==> src/rtl/exc_ctrl_pkg.sv <==
// Shared types and encodings for the exception controller.
package exc_ctrl_pkg;

  typedef enum logic [1:0] {S_IDLE, S_SAVE, S_JUMP, S_RET} state_t;

  localparam logic [4:0] EXC_INT    = 5'd0;
  localparam logic [4:0] EXC_SYS    = 5'd8;
  localparam logic [4:0] EXC_UNIMPL = 5'd10;
  localparam logic [4:0] EXC_OV     = 5'd12;

  localparam logic [31:0] EXC_VECTOR = 32'h0000_0008;

  localparam logic [1:0] SH_HOLD  = 2'b00;
  localparam logic [1:0] SH_LEFT  = 2'b01;
  localparam logic [1:0] SH_RIGHT = 2'b10;

  localparam logic [1:0] PC_NORMAL = 2'b00;
  localparam logic [1:0] PC_VEC    = 2'b01;
  localparam logic [1:0] PC_EPC    = 2'b10;

  function automatic logic [31:0] cause_word(input logic [4:0] code);
    return {25'b0, code, 2'b0};
  endfunction

endpackage

==> src/rtl/exc_ctrl_prio.sv <==
// Fixed-priority encoder: enabled events {ov, unimpl, sys, int} -> {valid, ExcCode}.
module exc_prio
  import exc_ctrl_pkg::*;
(
  input  logic [3:0] ev,
  output logic       valid,
  output logic [4:0] code
);

  always_comb begin
    valid = 1'b1;
    code  = EXC_INT;
    if      (ev[3]) code = EXC_OV;
    else if (ev[2]) code = EXC_UNIMPL;
    else if (ev[1]) code = EXC_SYS;
    else if (ev[0]) code = EXC_INT;
    else            valid = 1'b0;
  end

endmodule

==> src/rtl/exc_ctrl.sv <==
// Exception/interrupt sequencer: IDLE -> SAVE -> JUMP for events, IDLE -> RET for eret.
// Define EXC_INT_SYNC_EN to put a 2-flop synchronizer on Intr.
module exc_ctrl
  import exc_ctrl_pkg::*;
(
  input  logic        Clk,
  input  logic        Rst,
  input  logic        Intr,
  input  logic        Sys,
  input  logic        Unimpl,
  input  logic        Ov,
  input  logic        Eret,
  input  logic [31:0] Sta,
  output logic        Wcau,
  output logic        Wsta,
  output logic        Wepc,
  output logic [31:0] Cause,
  output logic [1:0]  StaShift,
  output logic        SelEpc,
  output logic [1:0]  SelPc,
  output logic        Flush,
  output logic        Busy,
  output logic        IntAck
);

  state_t     state;
  logic [4:0] code;
  logic       pend;
  logic       intr_s;
  logic       pvalid;
  logic [4:0] pcode;
  logic [3:0] ev;
  logic       unused_sta;

  assign unused_sta = ^Sta[31:4];

`ifdef EXC_INT_SYNC_EN
  logic [1:0] sync_pipe;
  always_ff @(posedge Clk) begin
    if (Rst) sync_pipe <= '0;
    else     sync_pipe <= {sync_pipe[0], Intr};
  end
  assign intr_s = sync_pipe[1];
`else
  assign intr_s = Intr;
`endif

  // Ack clears first; a still-high level re-arms pend on the following edge.
  always_ff @(posedge Clk) begin
    if (Rst)         pend <= 1'b0;
    else if (IntAck) pend <= 1'b0;
    else if (intr_s) pend <= 1'b1;
  end

  assign ev = {Ov & Sta[3], Unimpl & Sta[2], Sys & Sta[1], pend & Sta[0]};

  exc_prio u_prio (
    .ev    (ev),
    .valid (pvalid),
    .code  (pcode)
  );

  // Outputs are loaded together with the state they belong to.
  always_ff @(posedge Clk) begin
    if (Rst) begin
      state    <= S_IDLE;
      code     <= EXC_INT;
      Wcau     <= 1'b0;
      Wsta     <= 1'b0;
      Wepc     <= 1'b0;
      StaShift <= SH_HOLD;
      SelEpc   <= 1'b0;
      SelPc    <= PC_NORMAL;
      Flush    <= 1'b0;
      Busy     <= 1'b0;
      IntAck   <= 1'b0;
    end else begin
      Wcau     <= 1'b0;
      Wsta     <= 1'b0;
      Wepc     <= 1'b0;
      StaShift <= SH_HOLD;
      SelEpc   <= 1'b0;
      SelPc    <= PC_NORMAL;
      Flush    <= 1'b0;
      Busy     <= 1'b0;
      IntAck   <= 1'b0;
      case (state)
        S_IDLE: begin
          if (pvalid) begin
            state    <= S_SAVE;
            code     <= pcode;
            Wcau     <= 1'b1;
            Wsta     <= 1'b1;
            Wepc     <= 1'b1;
            StaShift <= SH_LEFT;
            SelEpc   <= (pcode == EXC_INT);
            IntAck   <= (pcode == EXC_INT);
            Flush    <= 1'b1;
            Busy     <= 1'b1;
          end else if (Eret) begin
            state    <= S_RET;
            Wsta     <= 1'b1;
            StaShift <= SH_RIGHT;
            SelPc    <= PC_EPC;
            Flush    <= 1'b1;
            Busy     <= 1'b1;
          end
        end
        S_SAVE: begin
          state <= S_JUMP;
          SelPc <= PC_VEC;
          Flush <= 1'b1;
          Busy  <= 1'b1;
        end
        default: state <= S_IDLE;
      endcase
    end
  end

  assign Cause = Wcau ? cause_word(code) : 32'h0;

endmodule

==> config.mk <==
export PLATFORM = sky130hd
export DESIGN_NAME = exc_ctrl
export DESIGN_NICKNAME = d
export VERILOG_FILES = /design/src/rtl/exc_ctrl_pkg.sv /design/src/rtl/exc_ctrl_prio.sv /design/src/rtl/exc_ctrl.sv
export SDC_FILE = /design/constraint.sdc
export NUM_CORES = 1
export LEC_CHECK = 0
export ABC_AREA = 1
export CORE_ASPECT_RATIO = 0.6
export CORE_MARGIN = 2
export CORE_UTILIZATION = 26
export CTS_CLUSTER_DIAMETER = 40
export DETAILED_ROUTE_END_ITERATION = 10
export PLACE_DENSITY = 0.82
export SLEW_MARGIN = 20
export SYNTH_ARGS = -nofsm -noshare
export SYNTH_HDL_FRONTEND = slang
export SYNTH_SLANG_ARGS = --single-unit
==> constraint.sdc <==
create_clock -name Clk -period 1.08 [get_ports Clk]
set_input_delay 0.162 -clock Clk [delete_from_list [all_inputs] [get_ports Clk]]
set_output_delay 0.162 -clock Clk [all_outputs]
set_load 0.05 [all_outputs]
==> out/metrics.cfg <==
[grt]
grt_antenna_before_repair=0
grt_pass1_wl_um=1752
grt_overflow=0
first_global_vias=437
track_usage_pct=7.055
grt_start_max_net_pins=8

[setup_path]
ff2ff_path_depth=5
crit_path_end_kind=flip-flop
ff2ff_setup_slack_ns=0.03
cp_common_cell=nand2_2
required_ns=1.25
critPathKind=flip-flop to flip-flop
crit_slowest_cell=dfxtp_2
reg2reg_to=code[3]$_SDFFE_PP0P_
startpoint_type=flip-flop
cp_cell_sequence=nand2_2 > nand4_1 > nand2_2 > nand2_1 > a21oi_1
slowest_delay_ns=0.32
arrival_ns=1.21
r2r-start=pend$_SDFFE_PP0P_
critPathMaxFanout=4
crit_path_start=pend$_SDFFE_PP0P_

[cts]
cts-buffers-inserted=3
cts_num_sinks=13
clockBufferDepth=2
tritoncts=built
clk_latency_ns=0.24
htreeDepth=1
clockRootBuffer=clkbuf_8
path_clk_slew_ns=0.05

[synthesis]
syn_avg_cell_area_um2=7.934
syn_area_um2=698.2
synth_area_leaders=dfxtp_1 37%, buf_4 35%, nand2_1 7.0%
netlist.area_leader.share_pct=37.28
ys_seq_area_share_pct=37.28
yosysUniqueCellTypes=13
yosys_register_bits=13
yosys_warnings=0
synth_area_leader_cell=dfxtp_1
syn_inst=88

[place]
gp_congestion=0.7246
numPlacedInstances=144
port_buffers=24
post_dp_cell_area_mm2=0.001015
hpwl_um=1008

[finish]
fillCellCount=241
register_area_um2=265.3
layout-area-overhead-vs-synth_pct=60.93
fin_util_pct=44.54
instances_no_fill=150
mostFrequentLayoutCell=conb_1
final_cell_mix=29 x conb_1, 14 x buf_12, 11 x dfxtp_1
fin_nets=158
layout-drive-gt1-share_pct=33.90
diodes=0
finalInstanceArea_mm2=0.001124
multi_input_area_um2=304.0

[timing]
fmax_mhz=954.7
hold_viol=0
fin_crit_ns=1.047
setup_viol=0
setup_tns_ns=0
clock_skew_ns=0.002191
period_share_pct=96.99
slew_viol_final=0
grt_setup_unrepaired=yes

[floorplanning]
start_util_pct=27.68
io_pins=82
dieArea_mm2=0.003130
die_w_um=70.90
row_count=14
die_height_um=44.14
core-area_mm2=0.002522

[pwr]
seq_power_share_pct=33.7
power_leakage_nw=0.5851
irDropWorstVdd_mv=0.3948
internal-power_mw=1.001
clockPowerShare_pct=25.6
p_comb_share_pct=40.6
swShare_pct=39.13
power_density_mw_per_mm2=1464
switching_power_mw=0.6434

[worst_hold_path]
min_path_type=input port to flip-flop
hold_end=IntAck$_SDFF_PP0_
hold_depth=4
min_from=Sta[0]

[detailed_routing]
drt_pass1_iterations=2
ant_nets=0
vias=541
wirelength_um=1340
drc=0
drt-vias-per-instance=3.607
drt-initial-drc-count=22
wl_per_cell_um=8.933

[run_status]
status=finished clean

[run]
maxCapViolations=0

power by group through the flow:
stage,registers [mW],logic [mW],clock network (mW)
floorplan,0.616,0.453,0
global placement,0.564,0.636,0
detailed placement,0.565,0.641,0
CTS,0.555,0.643,0.432
global route,0.558,0.695,0.449
finish,0.555,0.668,0.422
worst max-delay path, delay by kind of cell, from the launching register on:
family             cells  cell delay, ns
AOI/OAI and AO/OA      1            0.14
DFF                    1            0.32
and+or+nand+nor        4            0.52
through the flow:
stage          setup slack, ns  hold WS [ns]  total power [mW]
2_1_floorplan         0.003889        0.2270             1.069
3_3_place_gp           -0.1552        0.4488             1.200
3_5_place_dp           -0.1897        0.4532             1.206
4_1_cts               0.006789        0.4607             1.630
5_1_grt               -0.06104        0.3381             1.703
6_report               0.03255        0.3147             1.645
Yosys cell counts:
master     n
nand3b_1   1
nor3_2     1
conb_1     1
nand4_1    1
dfxtp_1   13
nor2_1    10
nand2_1   13
or2_4      2
buf_4     33
nand3_1    2
inv_1      5
a21oi_1    5
nor3_1     1
state kept, by name, summed over array words and instances (netlist names):
signal    flops
Busy          1
IntAck        1
SelPc         2
StaShift      1
Wepc          1
Wsta          1
code          3
pend          1
state         2
what timing repair did:
action | 4_1_cts | 5_1_grt
hold buffers | 0 | 0
buffers inserted | 0 | 2
resized for setup | 1 | 19
pin swaps | 0 | 8
setup endpoints to repair | 5 | 12
how the worst max path moves through the flow:
stage | end | slack [ns] | cells past startpoint
6_report | code[3]$_SDFFE_PP0P_ | 0.03 | 5
3_3_place_gp | IntAck$_SDFF_PP0_ | -0.16 | 4
3_5_place_dp | code[1]$_SDFFE_PP0P_ | -0.19 | 6
5_1_grt | code[3]$_SDFFE_PP0P_ | -0.06 | 5
4_1_cts | Cause[4] | 0.007 | 3
2_1_floorplan | SelEpc | 0.004 | 1
cell families (layout without fill, tap and decap cells):
kind of cell	Yosys count	in the layout	synth area share, %
buffers and inverters	38	40	38.17
AO/OA/AOI/OAI	5	5	3.584
other	1	29	0.5371
flip-flops	13	13	37.28
AND/OR/NAND/NOR	31	31	20.43
metal layers:
layer	global-route usage [%]	up-vias	routed length (µm)
met5	0	-	0
met4	1.132	0	8
met3	2.733	2	75
met2	13.46	19	697
met1	7.724	250	557
li1	-	270	-
area by class of cell:
class / count / area share (%)
multi-input combinational: 65 / 27.06
tap: 32 / 3.563
inverter: 5 / 1.670
sequential: 13 / 23.61
timing repair buffer: 31 / 40.09
clock buffer: 4 / 4.009
Power figures use the tool's default switching activity.
